===== src/rtl/qu_pkg.sv =====
// Shared types and encodings for the Qu processor front end.
// Covers RV32I field types, major opcodes and the decoded packet layout.
package qu_pkg;

  localparam int QU_PC_WIDTH = 12;

  typedef logic [31:0] instr_t;
  typedef logic [6:0]  opcode_t;
  typedef logic [2:0]  funct3_t;
  typedef logic [6:0]  funct7_t;
  typedef logic [4:0]  reg_addr_t;
  typedef logic [31:0] imm32_t;

  localparam opcode_t LOAD_OPCODE   = 7'b0000011;
  localparam opcode_t FENCE_OPCODE  = 7'b0001111;
  localparam opcode_t OP_IMM_OPCODE = 7'b0010011;
  localparam opcode_t AUIPC_OPCODE  = 7'b0010111;
  localparam opcode_t STORE_OPCODE  = 7'b0100011;
  localparam opcode_t OP_OPCODE     = 7'b0110011;
  localparam opcode_t LUI_OPCODE    = 7'b0110111;
  localparam opcode_t BRANCH_OPCODE = 7'b1100011;
  localparam opcode_t JALR_OPCODE   = 7'b1100111;
  localparam opcode_t JAL_OPCODE    = 7'b1101111;
  localparam opcode_t SYSTEM_OPCODE = 7'b1110011;

  localparam funct3_t F3_ADD = 3'b000;
  localparam funct3_t F3_SLL = 3'b001;
  localparam funct3_t F3_SR  = 3'b101;
  localparam funct3_t F3_PRIV = 3'b000;
  localparam funct3_t F3_SYS_RSVD = 3'b100;

  localparam funct7_t F7_BASE = 7'b0000000;
  localparam funct7_t F7_ALT  = 7'b0100000;

  localparam logic [11:0] IMM_ECALL  = 12'h000;
  localparam logic [11:0] IMM_EBREAK = 12'h001;

  // CLS_R is encoded as zero so a cleared packet reads as an R-type shell.
  typedef enum logic [3:0] {
    CLS_R,
    CLS_OP_IMM,
    CLS_LOAD,
    CLS_STORE,
    CLS_BRANCH,
    CLS_JAL,
    CLS_JALR,
    CLS_LUI,
    CLS_AUIPC,
    CLS_FENCE,
    CLS_SYSTEM,
    CLS_NONE
  } op_class_t;

  typedef struct packed {
    op_class_t cls;
    funct3_t   funct3;
    funct7_t   funct7;
    reg_addr_t rd;
    reg_addr_t rs1;
    reg_addr_t rs2;
    imm32_t    imm32;
    logic      rd_we;
    logic      rs1_used;
    logic      rs2_used;
    logic      illegal;
  } dec_t;

endpackage


===== src/rtl/qu_decode_comb.sv =====
// Purely combinational RV32I decoder: fields, immediate, class, register use
// and illegal-encoding detection for one instruction word.
module qu_decode_comb
  import qu_pkg::*;
(
  input  instr_t i_instr,
  output dec_t   o_dec
);

  opcode_t   w_opcode;
  funct3_t   w_funct3;
  funct7_t   w_funct7;
  reg_addr_t w_rd;
  reg_addr_t w_rs1;
  reg_addr_t w_rs2;
  imm32_t    w_immI;
  imm32_t    w_immS;
  imm32_t    w_immB;
  imm32_t    w_immJ;
  imm32_t    w_immU;

  op_class_t w_cls;
  imm32_t    w_imm;
  logic      w_rdWe;
  logic      w_rs1Used;
  logic      w_rs2Used;
  logic      w_illegal;

  assign w_opcode = i_instr[6:0];
  assign w_rd     = i_instr[11:7];
  assign w_funct3 = i_instr[14:12];
  assign w_rs1    = i_instr[19:15];
  assign w_rs2    = i_instr[24:20];
  assign w_funct7 = i_instr[31:25];

  assign w_immI = {{20{i_instr[31]}}, i_instr[31:20]};
  assign w_immS = {{20{i_instr[31]}}, i_instr[31:25], i_instr[11:7]};
  assign w_immB = {{19{i_instr[31]}}, i_instr[31], i_instr[7], i_instr[30:25],
                   i_instr[11:8], 1'b0};
  assign w_immJ = {{11{i_instr[31]}}, i_instr[31], i_instr[19:12], i_instr[20],
                   i_instr[30:21], 1'b0};
  assign w_immU = {i_instr[31:12], 12'b0};

  always_comb begin
    w_cls     = CLS_NONE;
    w_imm     = '0;
    w_rdWe    = 1'b0;
    w_rs1Used = 1'b0;
    w_rs2Used = 1'b0;
    w_illegal = 1'b0;

    if (i_instr[1:0] != 2'b11) begin
      w_illegal = 1'b1;
    end else begin
      unique case (w_opcode)
        OP_OPCODE: begin
          w_cls     = CLS_R;
          w_rdWe    = 1'b1;
          w_rs1Used = 1'b1;
          w_rs2Used = 1'b1;
          if (w_funct7 != F7_BASE && w_funct7 != F7_ALT)
            w_illegal = 1'b1;
          else if (w_funct7 == F7_ALT && w_funct3 != F3_ADD && w_funct3 != F3_SR)
            w_illegal = 1'b1;
        end
        OP_IMM_OPCODE: begin
          w_cls     = CLS_OP_IMM;
          w_imm     = w_immI;
          w_rdWe    = 1'b1;
          w_rs1Used = 1'b1;
          // Shift-immediates reuse imm[11:5] as a funct7 qualifier.
          if (w_funct3 == F3_SLL && w_funct7 != F7_BASE)
            w_illegal = 1'b1;
          else if (w_funct3 == F3_SR && w_funct7 != F7_BASE && w_funct7 != F7_ALT)
            w_illegal = 1'b1;
        end
        LOAD_OPCODE: begin
          w_cls     = CLS_LOAD;
          w_imm     = w_immI;
          w_rdWe    = 1'b1;
          w_rs1Used = 1'b1;
          if (w_funct3 == 3'b011 || w_funct3 == 3'b110 || w_funct3 == 3'b111)
            w_illegal = 1'b1;
        end
        STORE_OPCODE: begin
          w_cls     = CLS_STORE;
          w_imm     = w_immS;
          w_rs1Used = 1'b1;
          w_rs2Used = 1'b1;
          if (w_funct3 > 3'b010)
            w_illegal = 1'b1;
        end
        BRANCH_OPCODE: begin
          w_cls     = CLS_BRANCH;
          w_imm     = w_immB;
          w_rs1Used = 1'b1;
          w_rs2Used = 1'b1;
          if (w_funct3 == 3'b010 || w_funct3 == 3'b011)
            w_illegal = 1'b1;
        end
        JAL_OPCODE: begin
          w_cls  = CLS_JAL;
          w_imm  = w_immJ;
          w_rdWe = 1'b1;
        end
        JALR_OPCODE: begin
          w_cls     = CLS_JALR;
          w_imm     = w_immI;
          w_rdWe    = 1'b1;
          w_rs1Used = 1'b1;
          if (w_funct3 != 3'b000)
            w_illegal = 1'b1;
        end
        LUI_OPCODE: begin
          w_cls  = CLS_LUI;
          w_imm  = w_immU;
          w_rdWe = 1'b1;
        end
        AUIPC_OPCODE: begin
          w_cls  = CLS_AUIPC;
          w_imm  = w_immU;
          w_rdWe = 1'b1;
        end
        FENCE_OPCODE: begin
          w_cls = CLS_FENCE;
          w_imm = w_immI;
          if (w_funct3 != 3'b000 && w_funct3 != 3'b001)
            w_illegal = 1'b1;
        end
        SYSTEM_OPCODE: begin
          w_cls = CLS_SYSTEM;
          w_imm = w_immI;
          if (w_funct3 == F3_SYS_RSVD) begin
            w_illegal = 1'b1;
          end else if (w_funct3 == F3_PRIV) begin
            if ((i_instr[31:20] != IMM_ECALL && i_instr[31:20] != IMM_EBREAK) ||
                w_rs1 != 5'd0 || w_rd != 5'd0)
              w_illegal = 1'b1;
          end else begin
            // CSR ops: funct3[2] selects the zimm form, where rs1 is a constant.
            w_rdWe    = 1'b1;
            w_rs1Used = ~w_funct3[2];
          end
        end
        default: w_illegal = 1'b1;
      endcase
    end

    if (w_rd == 5'd0)
      w_rdWe = 1'b0;

    if (w_illegal) begin
      w_cls     = CLS_NONE;
      w_imm     = '0;
      w_rdWe    = 1'b0;
      w_rs1Used = 1'b0;
      w_rs2Used = 1'b0;
    end
  end

  assign o_dec = '{cls:      w_cls,
                   funct3:   w_funct3,
                   funct7:   w_funct7,
                   rd:       w_rd,
                   rs1:      w_rs1,
                   rs2:      w_rs2,
                   imm32:    w_imm,
                   rd_we:    w_rdWe,
                   rs1_used: w_rs1Used,
                   rs2_used: w_rs2Used,
                   illegal:  w_illegal};

endmodule


===== src/rtl/qu_decode_stage.sv =====
// Registered decode stage between fetch and issue: one-deep output register
// with valid/ready handshakes, flush, and a saturating decode counter.
module qu_decode_stage
  import qu_pkg::*;
#(
  parameter int PC_WIDTH  = QU_PC_WIDTH,
  parameter int CNT_WIDTH = 16
) (
  input  logic                     clk,
  input  logic                     rst,
  input  logic                     flush_i,
  input  logic                     in_valid_i,
  output logic                     in_ready_o,
  input  logic [31:0]              instr_i,
  input  logic [PC_WIDTH-1:0]      pc_i,
  output logic                     out_valid_o,
  input  logic                     out_ready_i,
  output logic [$bits(dec_t)-1:0]  dec_o,
  output logic [PC_WIDTH-1:0]      pc_o,
  output logic [CNT_WIDTH-1:0]     dec_cnt_o
);

  dec_t                 w_dec;
  logic                 w_inXfer;
  logic                 w_outXfer;

  logic                 r_outValid;
  dec_t                 r_dec;
  logic [PC_WIDTH-1:0]  r_pc;
  logic [CNT_WIDTH-1:0] r_cnt;

  qu_decode_comb u_decode_comb (
    .i_instr (instr_i),
    .o_dec   (w_dec)
  );

  assign in_ready_o = !r_outValid || out_ready_i;
  assign w_inXfer   = in_valid_i && in_ready_o && !flush_i;
  assign w_outXfer  = r_outValid && out_ready_i;

  // Flush wins over both a new load and a consume; payload is only written on load.
  always_ff @(posedge clk) begin
    if (rst) begin
      r_outValid <= 1'b0;
      r_dec      <= '0;
      r_pc       <= '0;
    end else if (flush_i) begin
      r_outValid <= 1'b0;
    end else if (w_inXfer) begin
      r_outValid <= 1'b1;
      r_dec      <= w_dec;
      r_pc       <= pc_i;
    end else if (w_outXfer) begin
      r_outValid <= 1'b0;
    end
  end

  always_ff @(posedge clk) begin
    if (rst)
      r_cnt <= '0;
    else if (w_inXfer && !w_dec.illegal && r_cnt != {CNT_WIDTH{1'b1}})
      r_cnt <= r_cnt + 1'b1;
  end

  assign out_valid_o = r_outValid;
  assign dec_o       = r_dec;
  assign pc_o        = r_pc;
  assign dec_cnt_o   = r_cnt;

endmodule


===== config.mk =====
export PLATFORM = sky130hd
export DESIGN_NAME = qu_decode_stage
export DESIGN_NICKNAME = d
export VERILOG_FILES = /design/src/rtl/qu_pkg.sv /design/src/rtl/qu_decode_comb.sv /design/src/rtl/qu_decode_stage.sv
export SDC_FILE = /design/constraint.sdc
export NUM_CORES = 1
export LEC_CHECK = 0
export CORE_ASPECT_RATIO = 1.75
export CORE_UTILIZATION = 42
export DETAILED_ROUTE_END_ITERATION = 12
export PLACE_DENSITY = 0.86
export SLEW_MARGIN = 10
export SYNTH_ARGS = -nofsm -noshare
export SYNTH_HDL_FRONTEND = slang
export SYNTH_SLANG_ARGS = --single-unit

===== constraint.sdc =====
create_clock -name clk -period 2.5 [get_ports clk]
set_clock_uncertainty 0.2 [all_clocks]
set_input_delay 0.25 -clock clk [delete_from_list [all_inputs] [get_ports clk]]
set_output_delay 0.25 -clock clk [all_outputs]
set_load 0.03 [all_outputs]

==> results of run 1 <==
worst max-delay path: stages (launching register included):
cell and delay (ns):
dfxtp_4 0.34, nor2b_4 0.13, nor3b_4 0.23, nand4_1 0.14, or4_4 0.61, buf_8 0.16
buf_12 0.12, nor4_4 0.22, mux2_4 0.32
power groups by stage:
stage	clock network (W)	logic, W	registers (W)
2_1_floorplan	0	0.000186	0.00165
3_3_place_gp	0	0.000545	0.00158
3_5_place_dp	0	0.000553	0.00158
4_1_cts	0.00136	0.000593	0.00155
5_1_grt	0.00143	0.000641	0.00155
6_report	0.00135	0.000606	0.00155
through the flow:
step / hold slack, ns / cells / util, % / power (W) / TNS, ns
finish: 0.0540 / 898 / 71.4 / 0.00350 / -1.01
global route: 0.0592 / 898 / 71.4 / 0.00362 / -2.62
CTS: 0.0467 / 894 / 70.9 / 0.00350 / -0.521
detailed placement: 0.247 / 851 / 64.0 / 0.00213 / -44.18
global placement: 0.241 / 851 / 64.0 / 0.00212 / -43.05
floorplan: 0.119 / 540 / - / 0.00183 / -0.000481
area by class of cell:
| cell class | count | area [um^2] |
|---|---|---|
| flip-flops and latches | 94 | 1890 |
| multi-input cells | 397 | 2650 |
| diodes | 1 | 2.50 |
| repair buffers | 255 | 2290 |
| inverters | 8 | 30.0 |
| well taps | 127 | 159 |
| fillers | 736 | 2930 |
| clock buffers | 9 | 225 |
| clock inverters | 7 | 62.6 |
synthesized netlist by cell type, types with 8 or more instances:
library cell / n
nand2_1: 114
dfxtp_1: 94
a21oi_1: 53
a22o_1: 40
clkbuf_1: 33
nor2_1: 31
nor2b_1: 16
o21ai_0: 16
nand3_1: 15
mux2_2: 12
nor4_1: 12
nor3_1: 10
a21o_1: 8
inv_1: 8
final timing paths:
| kind | from | end | slack (ns) | depth (start not counted) |
|---|---|---|---|---|
| setup / recovery | out_valid_o$_SDFFE_PP0P_ | dec_cnt_o[6]$_SDFFE_PP0P_ | -0.09 | 8 |
| hold / removal | instr_i[28] | dec_o[12]$_SDFFE_PP0P_ | 0.05 | 3 |
| setup reg to reg | out_valid_o$_SDFFE_PP0P_ | dec_cnt_o[6]$_SDFFE_PP0P_ | -0.09 | 8 |
| hold reg to reg | pc_o[10]$_SDFFE_PP0P_ | pc_o[10]$_SDFFE_PP0P_ | 0.25 | 2 |
repair_timing:
item	in CTS	in global routing
gates cloned	5	0
endpoints found under the setup margin	56	44
pin swaps	27	18
buffers inserted	23	6
resized for setup	103	14
registers in the layout, indices dropped and copies added (netlist names):
name	count
pc_o	12
dec_cnt_o	16
dec_o	65
out_valid_o	1
metal layers:
layer,part of all wire [%],vias to the layer above
li1,-,2375
met1,35,2441
met5,0,-
met4,6.5,0
met3,5.8,84
met2,52,282
logic make-up after synthesis:
group	count (synthesis)	synth area share (%)
multiplexers	14	3.57
AND/OR/NAND/NOR	238	26.4
buffers and inverters	50	4.74
AO/OA/AOI/OAI	140	21.5
adder cells (fa/ha/maj)	1	0.285
flip-flops	94	42.9
XOR/XNOR	3	0.599
==> flow_summary_export.csv, run 1 <==
group,metric,value,unit
timing,final-setup-viol-count,27,
worst_setup_path,worstPathArrival,2.62,ns
power_and_ir_drop,power.share.sequential,44.2,%
global_routing,grt_antenna_before_repair,1,
yosys,synth_area_leader_cell,"dfxtp_1",
yosys,async_reset_ff_share,0,%
global_routing,use_met2,55.3,%
global_routing,grt_pass1_wl,25500,um
cts,insertion_delay,0.34,ns
worst_setup_path,critPathKind,"reg -> reg",
floorplanning,coreArea,10200,um^2
floorplanning,io_pins,144,
route,drt_iter0_markers,303,
worst_setup_path,cp.required,2.53,ns
cts,tritoncts,"built",
cts,cts-root-buf,"clkbuf_16",
placed_design,dp_hpwl,11200,um
floorplanning,die_w,79.2,um
placed_design,io_buffers,143,
yosys,yosysTopAreaCellShare,42.9,%
global_routing,grt_pass1_vias,5210,
yosys,synth_nets,590,
placed_design,place.gp.congestion,0.968,
outcome,status,"finished with violations",
route,vias_per_cell,5.77,
timing,setup_slack,-0.0890,ns
final_layout,fin_area,7310,um^2
power_and_ir_drop,comb_power_share,17.3,%
route,num_vias,5182,
timing,slew_violations,0,
global_routing,grt_max_degree,70,
timing,hold_viol_final,0,
yosys,synth_area,4380,um^2
power_and_ir_drop,p_leak,2.95,nW
route,drt-pass1-iter-count,5,
power_and_ir_drop,ir_drop,384,uV
global_routing,grtUsageMet1,31.7,%
worst_setup_path,end_kind,"flip-flop",
final_layout,final_cell_mix,"114 x nand2_1, 113 x clkdlybuf4s50_1, 102 x buf_4",
worst_setup_path,path_max_fanout,7,
timing,timing.final.crit_share,104,%
timing,clock.fmax,386,MHz
outcome,violations,"negative setup slack",
yosys,yosys_most_used_dff,"dfxtp_1",
timing,worst_pin_slew,0.642,ns
floorplanning,dieArea,10900,um^2
timing,rsz0062_at_grt,"true",
global_routing,grt_overflow,0,
final_layout,drive_above_1_share,24.3,%
route,wl_per_cell,18.6,um
floorplanning,die_y,137,um
floorplanning,rows,49,
cts,cts_buffers,9,
cts,cts_hold_buf,0,
yosys,synth_edf_count,0,
cts,cts.clk_slew.worst_paths,0.07,ns
final_layout,syn2layout_area_growth,66.6,%
yosys,yosysSeqAreaShare,42.9,%
job,maxCapViolations,0,
cts,htreeDepth,3,
worst_hold_path,hold_class,"in -> reg",
timing,max-slew-margin-rel,57.2,%
yosys,syn_area_per_cell,8.12,um^2
power_and_ir_drop,intPower,0.00250,W
power_and_ir_drop,power_density,479,nW/um^2
route,wirelength,16700,um
global_routing,grt.busiest_layer,"met2",
yosys,yosysUniqueCellTypes,55,
placed_design,dpl-instance-area,6550,um^2
placed_design,detailedPlace.worstSlack,-0.970,ns
global_routing,track_usage,30.6,%
floorplanning,start_util,42.8,%
power_and_ir_drop,switching_share,28.7,%
final_layout,layout_commonest_cell,"nand2_1",
yosys,ys_top_cells_by_area,"dfxtp_1 43%, nand2_1 9.8%, a22o_1 8.0%, a21oi_1 6.1%, mux2_2 3.1%",
yosys,synthCells,540,
worst_setup_path,startpoint_type,"flip-flop",
yosys,ys_seq_elements,94,
final_layout,layout.nets,815,
route,drcViolationCount,0,
cts,cts.sinks,94,
timing,finalCriticalPeriod,2.59,ns
global_routing,use_met3,4.07,%
route,drt.antenna.violating_nets,0,
power_and_ir_drop,clkPwrFrac,38.5,%
power_and_ir_drop,p_switching,0.00101,W
yosys,ys.warnings.count,0,
cts,clk_path_buf_depth,2,
No activity file was read; power rests on OpenSTA's default activity.
==> inputs of run 2 (changes only) <==
--- a/config.mk
+++ b/config.mk
@@ -6,9 +6,9 @@
 export NUM_CORES = 1
 export LEC_CHECK = 0
 export CORE_ASPECT_RATIO = 1.75
-export CORE_UTILIZATION = 42
+export CORE_UTILIZATION = 50
 export DETAILED_ROUTE_END_ITERATION = 12
-export PLACE_DENSITY = 0.86
+export PLACE_DENSITY = 0.95
 export SLEW_MARGIN = 10
 export SYNTH_ARGS = -nofsm -noshare
 export SYNTH_HDL_FRONTEND = slang
==> constraint.sdc (replaced) <==
create_clock -name clk -period 3.3 [get_ports clk]
set_clock_uncertainty 0.2 [all_clocks]
set_input_delay 0.33 -clock clk [delete_from_list [all_inputs] [get_ports clk]]
set_output_delay 0.33 -clock clk [all_outputs]
set_load 0.03 [all_outputs]
==> run 2 against run 1 <==
The flow now finishes without violations. Non-clock buffer count decreased by 50. Final cell count down 7.1%. Sequential power fell by 25%. Register-to-register slack better by 0.71 ns. Clock power fell by 27%. Flip-flop and latch count is the same. Via count shrank 4.7%. Critical endpoint is now dec_cnt_o[11]$_SDFFE_PP0P_. Highest routed layer unchanged.
==> flow_summary_export.csv, run 2 (synthesis results as in run 1) <==
group,metric,value,unit
route,drt-pass1-iter-count,7,
route,vias_per_cell,5.92,
cts,cts-root-buf,"clkbuf_16",
cts,clk_path_buf_depth,2,
worst_setup_path,crit_end,"dec_cnt_o[11]$_SDFFE_PP0P_",
global_routing,grt_pass1_wl,24100,um
cts,tritoncts,"built",
cts,htreeDepth,3,
final_layout,final_cell_mix,"142 x clkdlybuf4s50_1, 114 x nand2_1, 94 x dfxtp_1",
cts,cts_setup_buffers,0,
cts,cts.clk_slew.worst_paths,0.07,ns
final_layout,final_util,78.0,%
floorplanning,rows,44,
route,drt_iter0_markers,349,
worst_setup_path,r2r_end,"dec_cnt_o[11]$_SDFFE_PP0P_",
timing,hold_ws,0.121,ns
worst_setup_path,regToRegSetupSlack,0.62,ns
worst_setup_path,r2r_cells,6,
timing,worst_pin_slew,0.650,ns
route,num_vias,4937,
power_and_ir_drop,ir_drop,357,uV
floorplanning,dieArea,9160,um^2
global_routing,grt_pass1_vias,4840,
power_and_ir_drop,power_density,390,nW/um^2
placed_design,io_buffers,143,
timing,rsz0062_at_grt,"false",
worst_setup_path,worstPathArrival,3.28,ns
floorplanning,io_pins,144,
global_routing,track_usage,34.2,%
placed_design,dp_hpwl,11600,um
cts,cts_resized,0,
worst_hold_path,hold_class,"in -> reg",
cts,cts.sinks,94,
final_layout,drive_above_1_share,13.6,%
power_and_ir_drop,p_leak,2.59,nW
global_routing,grt_max_degree,43,
timing,max-slew-margin-rel,56.6,%
global_routing,grt_overflow,0,
final_layout,largest_reg_flops,65,
final_layout,layout.nets,764,
floorplanning,die_y,126,um
worst_setup_path,reg2reg_from,"out_valid_o$_SDFFE_PP0P_",
outcome,status,"complete, no violations",
worst_setup_path,critPathKind,"in -> reg",
floorplanning,start_util,52.0,%
timing,clock.fmax,308,MHz
route,drcViolationCount,0,
worst_setup_path,end_kind,"flip-flop",
placed_design,place.gp.congestion,0.923,
route,wl_per_cell,18.2,um
route,drt.antenna.violating_nets,0,
timing,slew_violations,0,
timing,timing.final.crit_share,98.4,%
timing,finalCriticalPeriod,3.25,ns
worst_setup_path,worstSetupStartpoint,"instr_i[25]",
worst_setup_path,startpoint_type,"input pin",
final_layout,antennaDiodeCount,0,
timing,final-setup-viol-count,0,
cts,cts_buffers,9,
floorplanning,coreArea,8420,um^2
cts,cts_hold_buf,0,
timing,hold_viol_final,0,
worst_setup_path,path_max_fanout,19,
job,maxCapViolations,0,
final_layout,layout_commonest_cell,"clkdlybuf4s50_1",
floorplanning,die_w,72.8,um
global_routing,grt_antenna_before_repair,0,
route,wirelength,15200,um
cts,insertion_delay,0.35,ns
final_layout,syn2layout_area_growth,49.9,%
worst_setup_path,cp.required,3.34,ns
## run 2: cell count changes in the layout (fill, tap and decap cells not counted), moves of 12 or more
cell	change
buf_4	-43
clkdlybuf4s50_1	+29
dlygate4sd2_1	-17
mux2_2	+12
mux2_4	-13
nor4_1	+12
## run 2: final cells by class
class / count / area, um^2
clock buffers: 11 / 243
fillers: 558 / 1850
clock inverters: 5 / 42.5
inverters: 8 / 30.0
multi-input cells: 396 / 2300
flip-flops and latches: 94 / 1880
repair buffers: 205 / 1930
well taps: 115 / 144
## run 2: where the power goes
group,internal (W),switching [W]
registers,0.00116,0.0000139
clock network,0.000538,0.000446
logic,0.000176,0.000228
## run 2: layer usage
layer	vias to the layer above	track usage (%)	wire length, um	share of wire [%]
li1	2265	-	-	-
met4	0	26.0	1100	7.2
met5	-	0	0	0
met2	284	60.5	7980	52
met3	83	4.00	778	5.1
met1	2305	35.7	5340	35
## run 2: through the flow
stage	TNS (ns)	std cells	setup WS, ns	total power (W)	cell area, um^2
3_5_place_dp	-5.77	818	-0.207	0.00159	6290
6_report	0	834	0.0522	0.00256	6570
4_1_cts	0	834	0.153	0.00257	6570
3_3_place_gp	-3.15	818	-0.123	0.00158	6290
2_1_floorplan	0	540	0.530	0.00138	4380
5_1_grt	0	834	0.0333	0.00264	6570
## run 2: worst min-delay path by stage
stage / from / end / slack [ns] / cells past startpoint
after CTS: rst / dec_o[41]$_SDFFE_PP0P_ / 0.11 / 2
after global placement: pc_o[9]$_SDFFE_PP0P_ / pc_o[9]$_SDFFE_PP0P_ / 0.24 / 2
final: rst / dec_o[45]$_SDFFE_PP0P_ / 0.12 / 2
after detailed placement: pc_o[6]$_SDFFE_PP0P_ / pc_o[6]$_SDFFE_PP0P_ / 0.25 / 2
after global routing: rst / dec_o[45]$_SDFFE_PP0P_ / 0.14 / 2
after floorplan: flush_i / out_valid_o$_SDFFE_PP0P_ / 0.21 / 1
## run 2: worst max-delay path, stage by stage
cell             delay, ns
clkdlybuf4s50_1       0.46
nor4_2                0.39
buf_4                 0.18
nand2_1               0.07
o311a_1               0.35
or4_4                 0.67
nor4_1                0.44
mux2_2                0.40
